===== src/rtl/johnson_counter_param.sv =====
// Parametrised Johnson (twisted-ring) counter with enable, run-time direction,
// checked parallel load, self-correction of illegal codes, phase decode and wrap pulse.
module johnson_counter_param #(
  parameter int WIDTH = 4,
  parameter int PW    = $clog2(2*WIDTH)
) (
  input  logic             clk,
  input  logic             reset,
  input  logic             en,
  input  logic             dir,
  input  logic             load,
  input  logic [WIDTH-1:0] load_val,
  output logic [WIDTH-1:0] out,
  output logic [PW-1:0]    phase,
  output logic             wrap,
  output logic             load_err
);

  // Code that sits at phase 2*WIDTH-1; a forward step from here wraps to 0.
  localparam logic [WIDTH-1:0] LAST = WIDTH'(1);

  // A legal Johnson code has at most one 0/1 transition scanning MSB..LSB.
  function automatic logic is_legal(input logic [WIDTH-1:0] v);
    int edges;
    edges = 0;
    for (int i = 0; i < WIDTH-1; i++)
      if (v[i] != v[i+1]) edges++;
    return (edges <= 1);
  endfunction

  function automatic int popcount(input logic [WIDTH-1:0] v);
    int n;
    n = 0;
    for (int i = 0; i < WIDTH; i++)
      if (v[i]) n++;
    return n;
  endfunction

  logic [WIDTH-1:0] fwd_next;
  logic [WIDTH-1:0] rev_next;
  logic             cur_legal;
  logic             load_legal;
  int               ones;

  always_comb begin
    fwd_next   = {~out[0], out[WIDTH-1:1]};
    rev_next   = {out[WIDTH-2:0], ~out[WIDTH-1]};
    cur_legal  = is_legal(out);
    load_legal = is_legal(load_val);
  end

  // NOTE: sequential state uses non-blocking assignments so every register
  // samples pre-edge values, independent of statement order.
  always_ff @(posedge clk) begin
    if (reset) begin
      out      <= '0;
      wrap     <= 1'b0;
      load_err <= 1'b0;
    end else begin
      wrap     <= 1'b0;
      load_err <= 1'b0;
      if (load) begin
        if (load_legal) begin
          out <= load_val;
        end else begin
          out      <= '0;
          load_err <= 1'b1;
        end
      end else if (en) begin
        if (!cur_legal) begin
          // Upset state: resynchronise to phase 0 instead of stepping.
          out <= '0;
        end else if (dir) begin
          out  <= rev_next;
          wrap <= (out == '0);
        end else begin
          out  <= fwd_next;
          wrap <= (out == LAST);
        end
      end
    end
  end

  // NOTE: every combinational output gets a default first so no path
  // through the block leaves it unassigned (which would infer a latch).
  always_comb begin
    ones  = popcount(out);
    phase = '0;
    if (out[WIDTH-1])
      phase = PW'(ones);
    else if (out != '0)
      phase = PW'(2*WIDTH - ones);
  end

endmodule


===== config.mk =====
export PLATFORM = sky130hd
export DESIGN_NAME = johnson_counter_param
export DESIGN_NICKNAME = d
export VERILOG_FILES = /design/src/rtl/johnson_counter_param.sv
export SDC_FILE = /design/constraint.sdc
export NUM_CORES = 1
export LEC_CHECK = 0
export BUFFER_PORTS_ARGS = -buffer_cell sky130_fd_sc_hd__buf_2
export CAP_MARGIN = 20
export CORE_UTILIZATION = 50
export DETAILED_ROUTE_END_ITERATION = 10
export PLACE_DENSITY = 0.82
export SYNTH_ARGS = -nofsm -noshare
export SYNTH_HDL_FRONTEND = slang
export SYNTH_SLANG_ARGS = --single-unit

===== constraint.sdc =====
create_clock -name clk -period 3.05 [get_ports clk]
set_input_delay 0.7625 -clock clk [delete_from_list [all_inputs] [get_ports clk]]
set_output_delay 0.7625 -clock clk [all_outputs]
set_load 0.005 [all_outputs]

Word level (Yosys, flattened, before mapping)
Index checks and enable logic that the tools add are counted.
{"block": "word_totals", "register_bits": 6, "wordCells": 49}
{"block": "op_classes", "addsub": 8, "order_cmp": 2, "eq_ne": 7, "muxes": 19, "bitwise_logic": 5, "n_reduce_logical": 5}
{"op": "$add A32 B2 Y32 const B", "count": 4}
{"op": "$mux W32", "count": 4}
{"op": "$le A32 B2 Y1 const B", "count": 2}
{"op": "$mux W4", "count": 5}
{"op": "$mux W3", "count": 5}
{"op": "$add A3 B2 Y3 const B", "count": 2}
{"op": "$ne A1 B1 Y1", "count": 6}
{"op": "$mux W1", "count": 5}
{"op": "$not A1 Y1", "count": 5}
{"op": "$eq A4 B1 Y1 const B", "count": 1}
{"op": "$logic_not A4 Y1", "count": 1}
{"op": "$reduce_bool A4 Y1", "count": 1}
{"op": "$reduce_or A4 Y1", "count": 1}
{"op": "$sub A1 B3 Y3 const A", "count": 1}
{"op": "$add A1 B1 Y2 const B", "count": 1}
{"op": "$reduce_bool A2 Y1", "count": 1}
{"op": "$reduce_or A2 Y1", "count": 1}

Depth between registers and ports, before layout
Gate-level depths: netlist of the first run.
{"block": "depth", "ltp_word": 10, "ltp_mapped": 10, "depth_no_buf": 9}

Worst setup path before layout of the first run
OpenSTA, ideal clock, no wires.
{"block": "synth_path", "kind": "register to output", "startpoint": "reg out[1]", "endpoint": "out phase[2]", "arrival_time_ns": 1.968, "required_ns": 2.288, "setup_slack_ns": 0.320, "stages_incl_launch_ff": 10, "n_path_buf": 0, "path_cell_list": "dfxtp_1 inv_1 ha_1 xor2_1 ha_1 mux2i_1 ha_1 xor2_1 nand2_1 o21ai_0"}
{"block": "synth_between", "elab_chain_len": 8, "word_cells_on_any_way": 9, "cone_classes": "3 x add/sub; 5 x mux; 1 x reduce/logical"}
{"element": "from (decl)", "line": "13", "rtl": "output logic [WIDTH-1:0] out,"}
{"element": "from (signal assigned)", "line": "64", "rtl": "out <= load_val;"}
{"element": "from (signal assigned)", "line": "74", "rtl": "out <= rev_next;"}
{"element": "from (signal assigned)", "line": "77", "rtl": "out <= fwd_next;"}
{"element": "$mux W3", "line": "35", "rtl": "if (v[i]) n++;"}
{"element": "$add A3 B2 Y3", "line": "35"}
{"element": "$mux W3", "line": "35"}
{"element": "$add A3 B2 Y3", "line": "35"}
{"element": "$mux W3", "line": "35"}
{"element": "$sub A1 B3 Y3", "line": "92", "rtl": "phase = PW'(2*WIDTH - ones);"}
{"element": "$mux W3", "line": "91", "rtl": "else if (out != '0)"}
{"element": "$mux W3 *", "line": "89", "rtl": "if (out[WIDTH-1])"}
{"element": "to (decl)", "line": "14", "rtl": "output logic [PW-1:0] phase,"}
Every way passes the cells marked *; elsewhere a longest branch is shown, timed or not.

Final worst setup path of the first run
{"block": "layout_path", "startpoint": "reg out[1]", "endpoint": "out phase[1]"}
The elaborated chain is that of the path after synthesis.

==> results of run 1 <==
-- flip-flops by register name, summed over array words and instances (netlist names) --
name and count:
wrap 1, load_err 1, out 4
-- cell type report --
class	instances	area share
well taps	14	0.02026
multi-input cells	66	0.5948
clock buffers	3	0.02605
repair buffers	25	0.1679
flip-flops and latches	6	0.1447
inverters	10	0.04631
-- synthesized netlist by cell type (all sizes together) --
| master | number | share of area |
|---|---|---|
| mux2i | 3 | 0.045 |
| o21ai | 10 | 0.081 |
| nand3 | 1 | 0.0075 |
| ha | 11 | 0.21 |
| nand2b | 3 | 0.032 |
| a221oi | 3 | 0.049 |
| o2111ai | 2 | 0.026 |
| or2 | 1 | 0.0094 |
| nor2 | 3 | 0.017 |
| a311oi | 2 | 0.026 |
| xor2 | 5 | 0.066 |
| dfxtp | 6 | 0.18 |
| nand3b | 1 | 0.011 |
| xnor2 | 3 | 0.040 |
| nand4 | 2 | 0.019 |
| a21oi | 4 | 0.030 |
| nor3b | 1 | 0.011 |
| inv | 10 | 0.057 |
| nand2 | 11 | 0.062 |
| clkbuf | 3 | 0.021 |
-- stage by stage --
stage / setup TNS, ns / worst slack, ns / utilization / power, mW
2_1_floorplan: 0 / 0.3195 / - / 0.2001
3_3_place_gp: 0 / 0.3183 / 0.6613 / 0.2477
3_5_place_dp: 0 / 0.1585 / 0.6613 / 0.2558
4_1_cts: 0 / 0.01354 / 0.6912 / 0.3344
5_1_grt: -0.01951 / -0.01951 / 0.7382 / 0.3887
6_report: 0 / 0.1231 / 0.7382 / 0.3590
-- critical path, delay by kind of cell, from the launching register on --
| family | cells | cell delay (ns) |
|---|---|---|
| adder cells (fa/ha/maj) | 3 | 0.82 |
| AO/OA/AOI/OAI | 2 | 0.25 |
| multiplexers | 1 | 0.08 |
| AND/OR/NAND/NOR | 2 | 0.13 |
| flip-flops | 1 | 0.35 |
| buffers and inverters | 2 | 0.29 |
-- placed cells by master, fill, tap and decap left out, drive strengths merged --
cell type / count
buf: 25
nand2: 11
ha: 11
inv: 10
o21ai: 10
dfxtp: 6
xor2: 5
a21oi: 4
xnor2: 3
mux2i: 3
nor2: 3
clkbuf: 3
nand2b: 3
a221oi: 3
o2111ai: 2
a311oi: 2
nand4: 2
nand3: 1
or2: 1
nand3b: 1
nor3b: 1
-- routing by layer --
layer / vias to the layer above / part of all wire / wire length, um / GRT usage
met5: - / 0 / 0 / 0
met4: 0 / 0 / 0 / 0
met3: 0 / 0.043 / 72 / 0.06977
met2: 18 / 0.51 / 851 / 0.4619
met1: 329 / 0.45 / 760 / 0.2832
li1: 346 / - / - / -
-- power by group through the flow --
stage,sequential (mW),clock [mW],combinational (mW)
after floorplan,0.0916,0,0.109
after detailed placement,0.0924,0,0.163
after global routing,0.0920,0.0809,0.216
final,0.0913,0.0749,0.193
after CTS,0.0911,0.0752,0.168
after global placement,0.0920,0,0.156
-- timing repair --
| item | CTS | global route |
|---|---|---|
| setup endpoints to repair | 2 | 2 |
| buffers inserted | 0 | 5 |
| pin swaps | 0 | 4 |
| gates resized for setup | 2 | 9 |
-- how the worst max path moves through the flow --
stage,cells after the start,to,startpoint,slack (ns)
5_1_grt,11,phase[2],out[1],-0.02
3_5_place_dp,10,phase[2],out[1],0.16
4_1_cts,10,phase[2],out[1],0.01
3_3_place_gp,10,phase[2],out[1],0.32
2_1_floorplan,9,phase[2],out[1],0.32
6_report,10,phase[1],out[1],0.12
-- logic make-up after synthesis --
logic type	Yosys count
multiplexers	3
flip-flops	6
adder cells (fa/ha/maj)	11
AND/OR/NAND/NOR	23
AO/OA/AOI/OAI	21
buffers and inverters	13
XOR/XNOR	8
==> flow_results.xml, run 1 <==
<?xml version="1.0" encoding="UTF-8"?>
<metrics>
  <group name="floorplan">
    <metric name="placementRows" unit="">12</metric>
    <metric name="die_area" unit="sq um">1476</metric>
    <metric name="floorplan.die.width" unit="um">38.42</metric>
    <metric name="fp.dieH" unit="um">38.42</metric>
    <metric name="initial_utilization" unit="">0.5662</metric>
    <metric name="io_pins" unit="">18</metric>
    <metric name="core_area" unit="sq um">1171</metric>
  </group>
  <group name="sta">
    <metric name="worst_hold_slack" unit="ns">0.5284</metric>
    <metric name="fmax" unit="MHz">341.7</metric>
    <metric name="timing.slew.headroom" unit="">0.7111</metric>
    <metric name="post-route-period-util" unit="">0.9596</metric>
    <metric name="final.setup_skew" unit="ns">0.002196</metric>
    <metric name="final_max_slew_viol_count" unit="">0</metric>
    <metric name="hold_viol" unit="">0</metric>
    <metric name="setup_violations" unit="">0</metric>
    <metric name="worst_tran_pin_value" unit="ns">0.4333</metric>
    <metric name="layout_min_cycle_time" unit="ns">2.927</metric>
  </group>
  <group name="job">
    <metric name="total_of_max_cap_violations" unit="">0</metric>
  </group>
  <group name="route">
    <metric name="avgViaCountPerCell" unit="">5.589</metric>
    <metric name="drc" unit="">0</metric>
    <metric name="drtIter0Drc" unit="">16</metric>
    <metric name="first_pass_iteration_count_of_the_detailed_router" unit="">4</metric>
    <metric name="drtAntennaViolNets" unit="">0</metric>
    <metric name="drt-total-wl" unit="um">1684</metric>
    <metric name="wire_per_inst" unit="um">13.58</metric>
    <metric name="vias" unit="">693</metric>
  </group>
  <group name="power">
    <metric name="power_frac_comb" unit="">0.537</metric>
    <metric name="power_leakage" unit="nW">0.4217</metric>
    <metric name="power.net_switching" unit="mW">0.1356</metric>
    <metric name="ir_worst_vdd" unit="mV">0.2182</metric>
    <metric name="switching_share" unit="">0.3776</metric>
    <metric name="intPower" unit="mW">0.2234</metric>
    <metric name="power.density" unit="nW/um^2">415.2</metric>
    <metric name="sequentialPowerShare" unit="">0.254</metric>
    <metric name="clockPowerShare" unit="">0.209</metric>
  </group>
  <group name="worst_setup_path">
    <metric name="cp_cell_sequence" unit="">buf_4, ha_1, nand2_1, o21ai_1, ha_1, mux2i_1, ha_2, nand2_1, o21ai_0, buf_2</metric>
    <metric name="cp-start-kind" unit="">flip-flop</metric>
    <metric name="critical_path.endpoint_type" unit="">primary output</metric>
    <metric name="arrival" unit="ns">2.16</metric>
    <metric name="critical_path_required" unit="ns">2.29</metric>
    <metric name="worstSetupPathType" unit="">flip-flop to primary output</metric>
    <metric name="critical_path.reg2reg.endpoint" unit="">out[1]</metric>
    <metric name="critical-path-max-stage-delay" unit="ns">0.35</metric>
    <metric name="cp_slowest_cell" unit="">sky130_fd_sc_hd__dfxtp_4</metric>
    <metric name="timing.critical_path.fanout_max" unit="">4</metric>
    <metric name="reg2reg_depth" unit="">9</metric>
    <metric name="r2r_start" unit="">out[1]</metric>
    <metric name="regToRegSetupSlack" unit="ns">0.84</metric>
  </group>
  <group name="placed_design">
    <metric name="place.port_buffers" unit="">17</metric>
    <metric name="placed_cells_incl_taps" unit="">116</metric>
    <metric name="globalplace.congestion" unit="">0.7815</metric>
    <metric name="dpl-instance-area" unit="sq um">774.5</metric>
    <metric name="dp_hpwl" unit="um">1222</metric>
  </group>
  <group name="run_status">
    <metric name="outcome" unit="">completed</metric>
  </group>
  <group name="cells_and_area">
    <metric name="layout-area-overhead-vs-synth" unit="%">30.38</metric>
    <metric name="area_used_by_sequential_logic_in_the_layout" unit="sq um">125.1</metric>
    <metric name="layout.nets" unit="">132</metric>
    <metric name="multi_input_comb_area" unit="sq um">514.2</metric>
    <metric name="layoutNonFillerInstCount" unit="">124</metric>
    <metric name="final_cell_area" unit="sq um">864.6</metric>
    <metric name="n_antenna_cell" unit="">0</metric>
    <metric name="fill_cells" unit="">84</metric>
    <metric name="post_route_cells_drive_above_1_share" unit="">0.3545</metric>
  </group>
  <group name="yosys">
    <metric name="synth_simple_gate_area_frac" unit="">0.1698</metric>
    <metric name="synth_seq_cells" unit="">6</metric>
    <metric name="yosys-mux-area-fraction" unit="">0.04528</metric>
    <metric name="post_synth_fa_ha_maj_area_fraction" unit="">0.2075</metric>
    <metric name="synth_top_family_by_area" unit="">compound AO/OA/AOI/OAI gates</metric>
    <metric name="syn_nets" unit="">105</metric>
    <metric name="compound_gate_portion_of_the_synthesized_area" unit="">0.2132</metric>
    <metric name="mean_instance_size_in_the_synthesized_netlist" unit="sq um">7.802</metric>
    <metric name="synth_cells" unit="">85</metric>
    <metric name="ys_seq_area_frac" unit="">0.1811</metric>
    <metric name="mappedNetlistArea" unit="sq um">663.1</metric>
    <metric name="yosys_warnings" unit="">0</metric>
    <metric name="post_synth_xor_area_fraction" unit="">0.1057</metric>
    <metric name="yosys.cell_types.count" unit="">24</metric>
  </group>
  <group name="min_path">
    <metric name="hp-start" unit="">out[0]</metric>
    <metric name="min_delay_worst_endpoint" unit="">out[0]</metric>
    <metric name="class_of_the_worst_hold_path" unit="">flip-flop to flip-flop</metric>
    <metric name="hold_depth" unit="">2</metric>
  </group>
  <group name="grt">
    <metric name="grt_start_max_net_pins" unit="">9</metric>
    <metric name="wire_length_of_the_first_global_routing_pass" unit="um">2559</metric>
    <metric name="gr-usage-all-layers" unit="">0.2434</metric>
    <metric name="initial_antenna_violation_count" unit="">0</metric>
    <metric name="vias_in_the_first_global_route" unit="">621</metric>
    <metric name="grt.overflow.total" unit="">0</metric>
  </group>
  <group name="clocking">
    <metric name="tritoncts" unit="">yes</metric>
    <metric name="cts_root_buffer" unit="">sky130_fd_sc_hd__clkbuf_4</metric>
    <metric name="clock-sinks" unit="">6</metric>
    <metric name="cts-buffers-inserted" unit="">3</metric>
    <metric name="cts-root-to-sink-buffers" unit="">2</metric>
    <metric name="worst_setup_hold_path_clk_slew" unit="ns">0.05</metric>
    <metric name="cts_hold_buf" unit="">0</metric>
    <metric name="clk_latency" unit="ns">0.25</metric>
    <metric name="cts.htree.levels" unit="">1</metric>
  </group>
</metrics>
(Power assumes the default switching activity.)
==> run 2: changes to the inputs <==
--- a/config.mk
+++ b/config.mk
@@ -5,11 +5,13 @@
 export SDC_FILE = /design/constraint.sdc
 export NUM_CORES = 1
 export LEC_CHECK = 0
+export ABC_CLOCK_PERIOD_IN_PS = 3050
 export BUFFER_PORTS_ARGS = -buffer_cell sky130_fd_sc_hd__buf_2
 export CAP_MARGIN = 20
 export CORE_UTILIZATION = 50
 export DETAILED_ROUTE_END_ITERATION = 10
 export PLACE_DENSITY = 0.82
+export SETUP_SLACK_MARGIN = 0.5
 export SYNTH_ARGS = -nofsm -noshare
 export SYNTH_HDL_FRONTEND = slang
 export SYNTH_SLANG_ARGS = --single-unit
==> run 2 against run 1 <==
Net effect:
- worst hold slack improved by 0.095 ns
- register-to-register slack about the same
- first-iteration DRC count increased by 19%
- cell count decreased by 0.81%
- utilization increased by 1.8 points
- final area increased by 2.5%
- global-route usage increased by 4.7 points
- die area unchanged
- total power increased by 1.9%
- non-clock buffer count decreased by 1
- largest cell class unchanged
- highest routed layer is now met4
==> flow_results.xml, run 2 (synthesized netlist as in run 1, its figures left out) <==
<?xml version="1.0" encoding="UTF-8"?>
<metrics>
  <group name="run_status">
    <metric name="outcome" unit="">completed</metric>
  </group>
  <group name="power">
    <metric name="power_leakage" unit="nW">0.4176</metric>
    <metric name="ir_worst_vdd" unit="mV">0.2315</metric>
    <metric name="power.density" unit="nW/um^2">412.9</metric>
  </group>
  <group name="sta">
    <metric name="worst_tran_pin_value" unit="ns">0.3828</metric>
    <metric name="timing.slew.headroom" unit="">0.7448</metric>
    <metric name="setup_violations" unit="">0</metric>
    <metric name="final_max_slew_viol_count" unit="">0</metric>
    <metric name="fmax" unit="MHz">352.0</metric>
    <metric name="setup_total_negative_slack" unit="ns">0</metric>
    <metric name="layout_min_cycle_time" unit="ns">2.841</metric>
    <metric name="rsz_0062_raised_after_global_routing" unit="">yes</metric>
    <metric name="final.setup_skew" unit="ns">0.006568</metric>
    <metric name="hold_viol" unit="">0</metric>
    <metric name="post-route-period-util" unit="">0.9314</metric>
  </group>
  <group name="clocking">
    <metric name="worst_setup_hold_path_clk_slew" unit="ns">0.05</metric>
    <metric name="cts-root-to-sink-buffers" unit="">2</metric>
    <metric name="tritoncts" unit="">yes</metric>
    <metric name="cts_hold_buf" unit="">0</metric>
    <metric name="cts_root_buffer" unit="">sky130_fd_sc_hd__clkbuf_4</metric>
    <metric name="cts.htree.levels" unit="">1</metric>
    <metric name="clk_latency" unit="ns">0.25</metric>
    <metric name="clock-sinks" unit="">6</metric>
    <metric name="cts-buffers-inserted" unit="">3</metric>
  </group>
  <group name="route">
    <metric name="wl_met3" unit="um">84</metric>
    <metric name="drc" unit="">0</metric>
    <metric name="route.layer.met1.wl" unit="um">744</metric>
    <metric name="drtIter0Drc" unit="">19</metric>
    <metric name="drtAntennaViolNets" unit="">0</metric>
    <metric name="drt-total-wl" unit="um">1716</metric>
    <metric name="wire_per_inst" unit="um">13.95</metric>
    <metric name="met2WireLength" unit="um">854</metric>
    <metric name="first_pass_iteration_count_of_the_detailed_router" unit="">4</metric>
    <metric name="avgViaCountPerCell" unit="">5.593</metric>
    <metric name="highest_metal_layer_with_signal_wires" unit="">met4</metric>
    <metric name="vias" unit="">688</metric>
  </group>
  <group name="worst_setup_path">
    <metric name="critical_path_required" unit="ns">2.29</metric>
    <metric name="cp_slowest_cell" unit="">sky130_fd_sc_hd__dfxtp_4</metric>
    <metric name="critical_path.endpoint_type" unit="">primary output</metric>
    <metric name="critical_path.top_delay_family" unit="">adder cells</metric>
    <metric name="worstSetupPathType" unit="">flip-flop to primary output</metric>
    <metric name="arrival" unit="ns">2.08</metric>
    <metric name="cp-start-kind" unit="">flip-flop</metric>
    <metric name="total_buffers_and_inverters_traversed_by_the_critical_path" unit="">2</metric>
    <metric name="reg2reg_depth" unit="">9</metric>
    <metric name="timing.critical_path.fanout_max" unit="">3</metric>
    <metric name="cp_common_cell" unit="">sky130_fd_sc_hd__ha_4</metric>
    <metric name="cp_cell_sequence" unit="">inv_4, ha_4, xor2_4, ha_4, mux2i_1, ha_2, xor2_1, nand2_1, o21ai_1, buf_2</metric>
    <metric name="critical-path-max-stage-delay" unit="ns">0.37</metric>
    <metric name="critical_path_depth" unit="">10</metric>
  </group>
  <group name="grt">
    <metric name="initial_antenna_violation_count" unit="">0</metric>
    <metric name="gr-usage-all-layers" unit="">0.2902</metric>
    <metric name="wire_length_of_the_first_global_routing_pass" unit="um">2829</metric>
    <metric name="grt.overflow.total" unit="">0</metric>
    <metric name="vias_in_the_first_global_route" unit="">643</metric>
    <metric name="grt_start_max_net_pins" unit="">9</metric>
  </group>
  <group name="cells_and_area">
    <metric name="layoutNonFillerInstCount" unit="">123</metric>
    <metric name="layout_commonest_cell" unit="">sky130_fd_sc_hd__buf_2</metric>
    <metric name="reg_top3" unit="">out: 4 flops, load_err: 1 flops, wrap: 1 flops</metric>
    <metric name="regMostFlops" unit="">out</metric>
    <metric name="n_antenna_cell" unit="">0</metric>
    <metric name="layout-area-overhead-vs-synth" unit="%">33.58</metric>
    <metric name="layout_common_cells" unit="">sky130_fd_sc_hd__buf_2, sky130_fd_sc_hd__nand2_1, sky130_fd_sc_hd__inv_1, sky130_fd_sc_hd__ha_1, sky130_fd_sc_hd__buf_4</metric>
    <metric name="number_of_flip_flops_under_the_largest_register_name" unit="">4</metric>
    <metric name="layout.nets" unit="">131</metric>
    <metric name="post_route_cells_drive_above_1_share" unit="">0.3578</metric>
  </group>
  <group name="job">
    <metric name="total_of_max_cap_violations" unit="">0</metric>
  </group>
  <group name="floorplan">
    <metric name="floorplan.die.width" unit="um">38.42</metric>
    <metric name="initial_utilization" unit="">0.5662</metric>
    <metric name="die_area" unit="sq um">1476</metric>
    <metric name="placementRows" unit="">12</metric>
    <metric name="core_area" unit="sq um">1171</metric>
    <metric name="fp.dieH" unit="um">38.42</metric>
    <metric name="io_pins" unit="">18</metric>
  </group>
  <group name="placed_design">
    <metric name="placed_cells_incl_taps" unit="">114</metric>
    <metric name="dp_hpwl" unit="um">1284</metric>
    <metric name="place.port_buffers" unit="">17</metric>
    <metric name="globalplace.congestion" unit="">0.7811</metric>
  </group>
  <group name="min_path">
    <metric name="class_of_the_worst_hold_path" unit="">flip-flop to flip-flop</metric>
    <metric name="hold_depth" unit="">2</metric>
  </group>
</metrics>
## run 2: worst paths after layout
kind                            slack (ns)        to   start
worst max register to register        0.85    out[1]  out[0]
worst min-delay path                  0.62    out[3]  out[3]
worst max-delay path                  0.21  phase[2]  out[0]
worst min register to register        0.62    out[3]  out[3]
## run 2: per-stage QoR
stage          hold slack (ns)  cell area [sq um]    util  total power, mW  setup slack, ns
6_report                0.6238              885.9  0.7564           0.3658           0.2093
5_1_grt                 0.6599              885.9  0.7564           0.3948          0.08572
4_1_cts                 0.6158              885.9  0.7564           0.3632           0.1815
3_5_place_dp            0.6086              782.0  0.6677           0.2591           0.2372
3_3_place_gp            0.5597              782.0  0.6677           0.2486           0.3662
2_1_floorplan           0.5467              685.7       -           0.2071           0.5243
## run 2: metal layers
metal  vias up  global-route usage
met5         -                   0
met4         0              0.1552
met3         4             0.09302
met2        29              0.4958
met1       309              0.3145
li1        346                   -
## run 2: cell type report
cell class,count,area (sq um)
Timing Repair Buffer,24,137.6
Multi-Input combinational cell,66,538.0
Fill cell,91,285.3
Sequential cell,6,127.6
Inverter,10,42.54
Clock buffer,3,22.52
Tap cell,14,17.52
## run 2: worst register-to-register path: stages, from the launching register on
cell,delay (ns)
sky130_fd_sc_hd__dfxtp_4,0.37
sky130_fd_sc_hd__inv_4,0.05
sky130_fd_sc_hd__ha_4,0.29
sky130_fd_sc_hd__buf_4,0.12
sky130_fd_sc_hd__inv_1,0.04
sky130_fd_sc_hd__ha_1,0.27
sky130_fd_sc_hd__nand2b_1,0.15
sky130_fd_sc_hd__a221oi_2,0.38
sky130_fd_sc_hd__a21oi_1,0.12
sky130_fd_sc_hd__a221oi_1,0.31
## run 2: power breakdown
group	switching [mW]	internal (mW)
combinational	0.102	0.0945
clock	0.0321	0.0448
sequential	0.00735	0.0850
## run 2: timing repair
action / in CTS / in global routing
pin swaps: 4 / 2
setup buffers: 6 / 0
endpoints found under the hold margin: 0 / 0
gates resized for setup: 10 / 1
setup endpoints to repair: 2 / 2
